## config.mk

```make
export PLATFORM = sky130hd
export DESIGN_NAME = clk_tick_gen
export DESIGN_NICKNAME = d
export VERILOG_FILES = /design/src/rtl/clk_tick_gen.sv
export SDC_FILE = /design/constraint.sdc
export NUM_CORES = 1
export LEC_CHECK = 0
export CORE_ASPECT_RATIO = 0.6
export CORE_MARGIN = 1.5
export CORE_UTILIZATION = 57
export DETAILED_ROUTE_END_ITERATION = 7
export PLACE_DENSITY = 0.79
export SLEW_MARGIN = 5
export SYNTH_ARGS = -nofsm -noshare
export SYNTH_HDL_FRONTEND = slang
export SYNTH_SLANG_ARGS = --single-unit
export TNS_END_PERCENT = 30
```

## constraint.sdc

```tcl
create_clock -name CLOCK_50 -period 1.7 [get_ports CLOCK_50]
set_input_delay 0.34 -clock CLOCK_50 [delete_from_list [all_inputs] [get_ports CLOCK_50]]
set_output_delay 0.34 -clock CLOCK_50 [all_outputs]
set_load 0.02 [all_outputs]
```

## src/rtl/clk_tick_gen.sv

```systemverilog
// clk_tick_gen: multi-channel clock-enable / divided-clock generator.
//
// Each channel counts CLOCK_50 cycles up to a runtime-loadable divisor and
// produces a one-cycle tick at terminal count plus a 50%-duty divided clock
// that toggles on every tick. A channel runs either continuously or one-shot.
// Slow-rate logic consumes the tick as a synchronous enable. It does not need
// a derived clock.
//
// Ports:
//   CLOCK_50     in   system clock, rising edge
//   reset        in   synchronous, active-high
//   en           in   [NUM_CH] per-channel run enable
//   cfg_we       in   one-cycle configuration write strobe
//   cfg_ch       in   [CH_W] channel targeted by cfg_we
//   cfg_div      in   [CNT_W] new divisor (tick period = div+1)
//   cfg_oneshot  in   1 = one-shot, 0 = continuous
//   tick         out  [NUM_CH] registered one-cycle strobe at terminal count
//   div_clk      out  [NUM_CH] registered toggle on each terminal count
//   done         out  [NUM_CH] one-shot has completed (level)

module clk_tick_ch #(
    parameter int CNT_W       = 10,
    parameter int DEFAULT_DIV = 217
) (
    input  logic             CLOCK_50,
    input  logic             reset,
    input  logic             en,
    input  logic             wr,
    input  logic [CNT_W-1:0] cfg_div,
    input  logic             cfg_oneshot,
    output logic             tick,
    output logic             div_clk,
    output logic             done
);

    localparam logic [CNT_W-1:0] DIV_RST = CNT_W'(DEFAULT_DIV);

    typedef enum logic [1:0] {IDLE, RUN, DONE} state_t;

    state_t           state;
    logic [CNT_W-1:0] cnt;
    logic [CNT_W-1:0] div;
    logic             oneshot;

    always_ff @(posedge CLOCK_50) begin
        if (reset) begin
            state   <= IDLE;
            cnt     <= '0;
            div     <= DIV_RST;
            oneshot <= 1'b0;
            tick    <= 1'b0;
            div_clk <= 1'b0;
            done    <= 1'b0;
        end else if (wr) begin
            // A write beats a coincident terminal count: no tick, no toggle.
            div     <= cfg_div;
            oneshot <= cfg_oneshot;
            cnt     <= '0;
            done    <= 1'b0;
            tick    <= 1'b0;
            state   <= en ? RUN : IDLE;
        end else begin
            tick <= 1'b0;
            case (state)
                IDLE: begin
                    // Counter is held, so a later RUN resumes where it left off.
                    if (en) state <= RUN;
                end
                RUN: begin
                    if (!en) begin
                        state <= IDLE;
                    end else if (cnt == div) begin
                        cnt     <= '0;
                        tick    <= 1'b1;
                        div_clk <= ~div_clk;
                        if (oneshot) begin
                            state <= DONE;
                            done  <= 1'b1;
                        end
                    end else begin
                        cnt <= cnt + CNT_W'(1);
                    end
                end
                DONE: begin
                    // Parked until a write to this channel or a reset.
                end
                default: state <= IDLE;
            endcase
        end
    end

endmodule

module clk_tick_gen #(
    parameter int NUM_CH      = 2,
    parameter int CH_W        = 1,
    parameter int CNT_W       = 10,
    parameter int DEFAULT_DIV = 217
) (
    input  logic              CLOCK_50,
    input  logic              reset,
    input  logic [NUM_CH-1:0] en,
    input  logic              cfg_we,
    input  logic [CH_W-1:0]   cfg_ch,
    input  logic [CNT_W-1:0]  cfg_div,
    input  logic              cfg_oneshot,
    output logic [NUM_CH-1:0] tick,
    output logic [NUM_CH-1:0] div_clk,
    output logic [NUM_CH-1:0] done
);

    // A cfg_ch value with no matching channel decodes to no write strobe.
    // Such a write is therefore dropped and changes no state.
    for (genvar i = 0; i < NUM_CH; i++) begin : g_ch
        logic wr;
        assign wr = cfg_we && (cfg_ch == CH_W'(i));

        clk_tick_ch #(
            .CNT_W       (CNT_W),
            .DEFAULT_DIV (DEFAULT_DIV)
        ) u_ch (
            .CLOCK_50    (CLOCK_50),
            .reset       (reset),
            .en          (en[i]),
            .wr          (wr),
            .cfg_div     (cfg_div),
            .cfg_oneshot (cfg_oneshot),
            .tick        (tick[i]),
            .div_clk     (div_clk[i]),
            .done        (done[i])
        );
    end

endmodule

```

==> results.sh, run 1 <==
export IMPL_slew_headroom_pct=74.62
export IMPL_min_to="g_ch[1].u_ch.div[8]"
export IMPL_arrival_ns=1.30
export IMPL_p_leak_uw=0.001082
export IMPL_hold_viol=0
export IMPL_hold_depth=2
export IMPL_multi_input_area_sq_um=1348
export IMPL_grt_max_degree=16
export IMPL_r2r_end="g_ch[1].u_ch.div_clk"
export IMPL_fin_crit_sh_pct=96.33
export IMPL_nFillCells=299
export IMPL_fp_dieH_microns=54.36
export IMPL_synth_edf_count=0
export IMPL_ir_worst_vdd_uv=511.1
export IMPL_seq_area_frac_synth_pct=41.54
export IMPL_hold_start="g_ch[1].u_ch.div[8]"
export IMPL_cp_slowest_cell="clkdlybuf4s50_1"
export IMPL_slowest_delay_ns=0.62
export IMPL_syn2layout_area_growth_pct=22.17
export IMPL_hold_class="flop to flop"
export IMPL_cts_hold_buffers=0
export IMPL_holdWs_ns=0.4747
export IMPL_drtPass1Iterations=5
export IMPL_ys_warn_count=0
export IMPL_clk_latency_ns=0.31
export IMPL_ys_ff_latch=52
export IMPL_core_area_sq_um=4167
export IMPL_worstPathCellList="clkdlybuf4s50_1"
export IMPL_clk_pin_slew_ns=0.09
export IMPL_drive_above_1_share_pct=15.81
export IMPL_clockRootBuffer="clkbuf_8"
export IMPL_min_period_ns=1.638
export IMPL_fin_nets=348
export IMPL_worst_slew_pin_slew_ns=0.3808
export IMPL_mostFrequentLayoutCell="nand2_1"
export IMPL_synthFlopType="dfxtp_1"
export IMPL_num_rows=18
export IMPL_wl_per_cell_microns=15.23
export IMPL_layout_setup_ws_ns=0.06246
export IMPL_rsz0062_at_grt="false"
export IMPL_mostFrequentLayoutCells="nand2_1, dfxtp_1, xnor2_1"
export IMPL_cp_max_fo=3
export IMPL_netlist_area_sq_um=2506
export IMPL_drc_errors=0
export IMPL_crit_buf_inv=1
export IMPL_total_power_uw=2519
export IMPL_crit_path_end_kind="primary output"
export IMPL_powerDensity_nw_per_um2=822.7
export IMPL_area_sequential_sq_um=1042
export IMPL_numCtsBuffers=5
export IMPL_routed_wirelength_microns=5926
export IMPL_antenna_cells=0
export IMPL_portBuffers=22
export IMPL_track_usage_pct=26.85
export IMPL_chipWidth_microns=88.61
export IMPL_route_vias_total=2185
export IMPL_antenna_found_initial=0
export IMPL_cp_num_cells=1
export IMPL_synth_cells=289
export IMPL_crit_required_ns=1.36
export IMPL_synthDistinctLibCells=39
export IMPL_grt_ovfl_total=0
export IMPL_drt_iter0_drc=100
export IMPL_initial_core_util_pct=60.15
export IMPL_final_core_util_pct=73.48
export IMPL_worst_setup_path_type="flop to primary output"
export IMPL_syn_nets=308
export IMPL_async_reset_ff_share_pct=0
export IMPL_ant_nets=0
export IMPL_reg2reg_from="g_ch[1].u_ch.div[4]"
export IMPL_grt_pass1_vias=1977
export IMPL_htree_levels=2
export IMPL_dp_cells=382
export IMPL_finalWeightedCongestion=0.8648
export IMPL_skew_ns=0.007212
export IMPL_status="finished, final reports clean"
export IMPL_ioPinCount=23
export IMPL_reg2reg_depth=4
export IMPL_stdcell_count=389
export IMPL_maxCapViolCount=0
export IMPL_clk_path_buf_depth=2
export IMPL_dieArea_sq_um=4817
export IMPL_cts_tree="built"
export IMPL_max_clock_freq_mhz=610.7
export IMPL_grt_pass1_wl_microns=9404
export IMPL_start_kind="flop"
export IMPL_setup_viol=0
export IMPL_clkSinkCount=52
export IMPL_dp_slack_ns=-0.1616
export IMPL_cp_top_family="buffers and inverters"
export IMPL_via_per_inst=5.617
export IMPL_ff2ff_setup_slack_ns=0.10
export IMPL_place_hpwl_microns=4559
export IMPL_slew_viol_final=0
export IMPL_syn_area_per_cell_sq_um=8.672
[worst min-delay path: cells and delay by family (launching register included)]
family | cells | cell delay, ns
DFF | 1 | 0.33
AOI/OAI and AO/OA | 1 | 0.05
and+or+nand+nor | 1 | 0.06
[power by group]
part | switching, uW | internal (uW)
Combinational | 131 | 125
Clock | 401 | 579
Sequential | 30.7 | 1250
[registers in the layout (all words and copies together), names as in the netlist]
register	count
g_ch.u_ch.div	20
g_ch.u_ch.tick	2
g_ch.u_ch.state	4
g_ch.u_ch.oneshot	2
g_ch.u_ch.div_clk	2
g_ch.u_ch.done	2
g_ch.u_ch.cnt	20
[logic make-up after synthesis]
group	synth area share, %
AND/OR/NAND/NOR	32.40
flip-flops	41.54
XOR/XNOR	11.83
AO/OA/AOI/OAI	6.940
buffers and inverters	4.942
multiplexers	1.348
adder cells (fa/ha/maj)	0.9983
[how the worst max path moves through the flow]
stage	startpoint	end	slack [ns]
6_report	g_ch[0].u_ch.div_clk	div_clk[0]	0.06
5_1_grt	g_ch[1].u_ch.cnt[7]	g_ch[1].u_ch.div_clk	0.006
4_1_cts	g_ch[1].u_ch.cnt[3]	g_ch[1].u_ch.div_clk	0.001
3_5_place_dp	en[1]	g_ch[1].u_ch.div_clk	-0.16
3_3_place_gp	en[1]	g_ch[1].u_ch.div_clk	-0.1
2_1_floorplan	g_ch[0].u_ch.cnt[4]	g_ch[0].u_ch.div_clk	0.25
[repair_timing]
action                     CTS  global route
setup endpoints to repair    0             1
gates resized for setup      0             2
buffers inserted             0             0
[area by class of cell]
type	instances	area share, %
multi-input cells	212	44.01
inverters	6	0.7356
well taps	60	2.452
clock inverters	2	1.962
flip-flops and latches	52	34.04
clock buffers	5	2.248
repair buffers	52	14.55
[synthesized netlist by cell type (all sizes together) (2+ instances only)]
cell / count / area (sq um)
o21ai: 7 / 35.03
a311oi: 2 / 17.52
nand2b: 3 / 18.77
o31ai: 3 / 22.52
nor2b: 3 / 18.77
nand2: 57 / 214.0
and2: 5 / 31.28
clkbuf: 8 / 30.03
ha: 2 / 25.02
nand4: 7 / 65.06
nor3: 23 / 125.1
nor4: 8 / 90.09
and3b: 2 / 17.52
a32o: 3 / 30.03
nand3b: 12 / 90.09
nor2: 13 / 48.80
xnor2: 32 / 287.8
a21oi: 12 / 60.06
nand4b: 2 / 23.77
nand3: 8 / 40.04
buf: 11 / 71.31
inv: 6 / 22.52
dfxtp: 52 / 1041
mux2: 3 / 33.78
[per-stage QoR]
step / setup TNS (ns) / instance area (sq um)
after floorplan: 0 / 2506
after global placement: -0.4783 / 2925
after detailed placement: -1.235 / 2925
after CTS: 0 / 3054
after global routing: 0 / 3062
final: 0 / 3062
[per-layer routing]
metal	wire length [microns]	GRT usage, %
met2	2428	38.93
met5	0	0
met1	3000	40.52
met3	438	4.525
met4	58	8.333
Note: power is estimated with default switching activity, not from simulation.
==> run 2, diff against run 1 <==
--- a/config.mk
+++ b/config.mk
@@ -5,6 +5,7 @@
 export SDC_FILE = /design/constraint.sdc
 export NUM_CORES = 1
 export LEC_CHECK = 0
+export ABC_AREA = 1
 export CORE_ASPECT_RATIO = 0.6
 export CORE_MARGIN = 1.5
 export CORE_UTILIZATION = 57
==> run 2 against run 1 <==
  * Clock skew about the same
  * Critical endpoint is now div_clk[1]
  * Worst setup slack improved by 0.0019 ns
  * Non-clock buffer count decreased by 16
  * Sequential share of layout area about the same
  * Largest power group unchanged
  * First-iteration DRC count increased by 13%
  * Final area unchanged
  * Global-route usage decreased by 4.1 points
  * Critical path depth unchanged
==> results.sh, run 2 <==
export IMPL_slew_headroom_pct=74.84
export IMPL_antenna_found_initial=0
export IMPL_grt_max_degree=24
export IMPL_p_seq_share_pct=51.9
export IMPL_antenna_cells=0
export IMPL_core_area_sq_um=4234
export IMPL_synthDistinctLibCells=26
export IMPL_clk_path_buf_depth=2
export IMPL_hold_viol=0
export IMPL_grt_ovfl_total=0
export IMPL_initial_core_util_pct=61.14
export IMPL_worst_slew_pin_slew_ns=0.3760
export IMPL_chipWidth_microns=90
export IMPL_ir_worst_vdd_uv=568.5
export IMPL_worst_setup_path_type="flop to primary output"
export IMPL_slowest_delay_ns=0.62
export IMPL_drive_above_1_share_pct=10.87
export IMPL_synth_common_cells="nand2_1, dfxtp_1, inv_1"
export IMPL_synth_most_common_cell="nand2_1"
export IMPL_grt_use_met1_pct=33.28
export IMPL_grtUsageMet3_pct=5.372
export IMPL_yosysTopAreaCell="dfxtp_1"
export IMPL_met2_usage_pct=33.01
export IMPL_pwr_share_comb_pct=10.6
export IMPL_max_clock_freq_mhz=611.4
export IMPL_status="finished, final reports clean"
export IMPL_route_vias_total=2356
export IMPL_netlist_area_sq_um=2589
export IMPL_critPathLaunch="g_ch[1].u_ch.div_clk"
export IMPL_grt_pass1_vias=1984
export IMPL_finalWeightedCongestion=0.8662
export IMPL_setup_viol=0
export IMPL_crit_buf_inv=1
export IMPL_arrival_ns=1.30
export IMPL_synth_cells=383
export IMPL_final_core_util_pct=72.31
export IMPL_syn_area_per_cell_sq_um=6.759
export IMPL_nFillCells=372
export IMPL_yosys_top_cells_area="dfxtp_1, nand2_1, inv_1"
export IMPL_numCtsBuffers=5
export IMPL_mostFrequentLayoutCells="nand2_1, inv_1, dfxtp_1"
export IMPL_grt_busiest_layer="met1"
export IMPL_clockRootBuffer="clkbuf_8"
export IMPL_drt_iter0_drc=113
export IMPL_seq_area_frac_synth_pct=40.21
export IMPL_slew_viol_final=0
export IMPL_via_per_inst=4.970
export IMPL_netSwitchingFraction_pct=23.67
export IMPL_crit_path_end_kind="primary output"
export IMPL_cp_top_family="buffers and inverters"
export IMPL_ant_nets=0
export IMPL_num_rows=18
export IMPL_drc_errors=0
export IMPL_cts_tree="built"
export IMPL_multi_input_area_sq_um=1259
export IMPL_ioPinCount=23
export IMPL_crit_required_ns=1.36
export IMPL_reg_top3="g_ch.u_ch.cnt: 20 flops, g_ch.u_ch.div: 20 flops, g_ch.u_ch.state: 4 flops"
export IMPL_dieArea_sq_um=4968
export IMPL_synth_top_area_share_pct=40.21
export IMPL_cts_resized=0
export IMPL_powerDensity_nw_per_um2=812.0
export IMPL_postCtsSetupBuffers=0
export IMPL_place_hpwl_microns=4155
export IMPL_critPathCapture="div_clk[1]"
export IMPL_clk_latency_ns=0.31
export IMPL_clk_pin_slew_ns=0.09
export IMPL_area_sequential_sq_um=1041
export IMPL_maxCapViolCount=0
export IMPL_synth_edf_count=0
export IMPL_ys_ff_latch=52
export IMPL_clock_power_share_pct=37.5
export IMPL_mostFrequentLayoutCell="nand2_1"
export IMPL_portBuffers=22
export IMPL_p_sw_uw=588.5
export IMPL_rsz0062_at_grt="false"
export IMPL_syn_nets=402
export IMPL_fp_dieH_microns=55.20
export IMPL_reg2reg_from="g_ch[0].u_ch.cnt[7]"
export IMPL_hold_class="flop to flop"
export IMPL_reg2reg_depth=9
export IMPL_synthFlopType="dfxtp_1"
export IMPL_start_kind="flop"
export IMPL_routed_wirelength_microns=5482
export IMPL_p_int_uw=1898
export IMPL_min_period_ns=1.636
export IMPL_async_reset_ff_share_pct=0
export IMPL_skew_ns=0.007375
export IMPL_track_usage_pct=22.78
export IMPL_cp_slowest_cell="clkdlybuf4s50_1"
export IMPL_worstPathCellList="clkdlybuf4s50_1"
export IMPL_htree_levels=2
export IMPL_drtPass1Iterations=5
export IMPL_cts_hold_buffers=0
export IMPL_p_leak_uw=0.001351
export IMPL_r2r_end="g_ch[0].u_ch.cnt[1]"
export IMPL_syn2layout_area_growth_pct=18.27
export IMPL_cp_num_cells=1
export IMPL_fin_nets=432
export IMPL_fin_crit_sh_pct=96.21
export IMPL_cp_max_fo=3
export IMPL_setup_tns_ns=0
export IMPL_grt_pass1_wl_microns=9073
export IMPL_wl_per_cell_microns=11.57
export IMPL_ff2ff_setup_slack_ns=0.16
export IMPL_ys_warn_count=0
export IMPL_clkSinkCount=52
[run 2: per-stage QoR]
step	hold WS, ns	std cells	instance area (sq um)	total power, uW	setup slack [ns]
floorplan	0.4271	383	2589	1467	0.4406
global placement	0.4405	466	2930	1568	-0.01021
detailed placement	0.4445	466	2930	1577	-0.06662
CTS	0.4610	474	3057	2503	0.06067
global route	0.4895	474	3062	2587	0.01140
finish	0.4583	474	3062	2486	0.06437
[run 2: logic make-up (layout without fill, tap and decap cells)]
group                    count (synthesis)  after routing  share of synthesized area, %
flip-flops                              52             52                         40.21
AO/OA/AOI/OAI                           45             45                         9.763
AND/OR/NAND/NOR                        199            199                         33.30
XOR/XNOR                                13             13                         4.398
buffers and inverters                   72            103                         11.36
adder cells (fa/ha/maj)                  2              2                        0.9665
[run 2: routing by layer]
metal | vias to the layer above | routed length [microns]
met5 | - | 0
met4 | 0 | 57
met3 | 5 | 313
met2 | 59 | 2254
met1 | 1048 | 2856
li1 | 1244 | -
[run 2: power by group through the flow]
stage               logic, uW  clock network [uW]  registers (uW)
finish                    264                 932            1290
global route              294                 997            1300
CTS                       262                 950            1290
detailed placement        258                   0            1320
global placement          251                   0            1320
floorplan                 155                   0            1310
[run 2: final cells by class]
class,count,area share (%)
flip-flops and latches,52,34.00
well taps,60,2.452
clock inverters,1,0.9808
clock buffers,7,3.147
multi-input cells,259,41.11
repair buffers,36,11.03
inverters,59,7.274
[run 2: how the worst min path moves through the flow]
stage | to | cells past startpoint | from | slack [ns]
2_1_floorplan | g_ch[0].u_ch.done | 2 | g_ch[0].u_ch.done | 0.43
3_3_place_gp | g_ch[1].u_ch.done | 2 | g_ch[1].u_ch.done | 0.44
3_5_place_dp | g_ch[0].u_ch.done | 2 | g_ch[0].u_ch.done | 0.44
4_1_cts | g_ch[1].u_ch.done | 2 | g_ch[1].u_ch.done | 0.46
5_1_grt | g_ch[0].u_ch.done | 2 | g_ch[0].u_ch.done | 0.49
6_report | g_ch[0].u_ch.done | 2 | g_ch[0].u_ch.done | 0.46
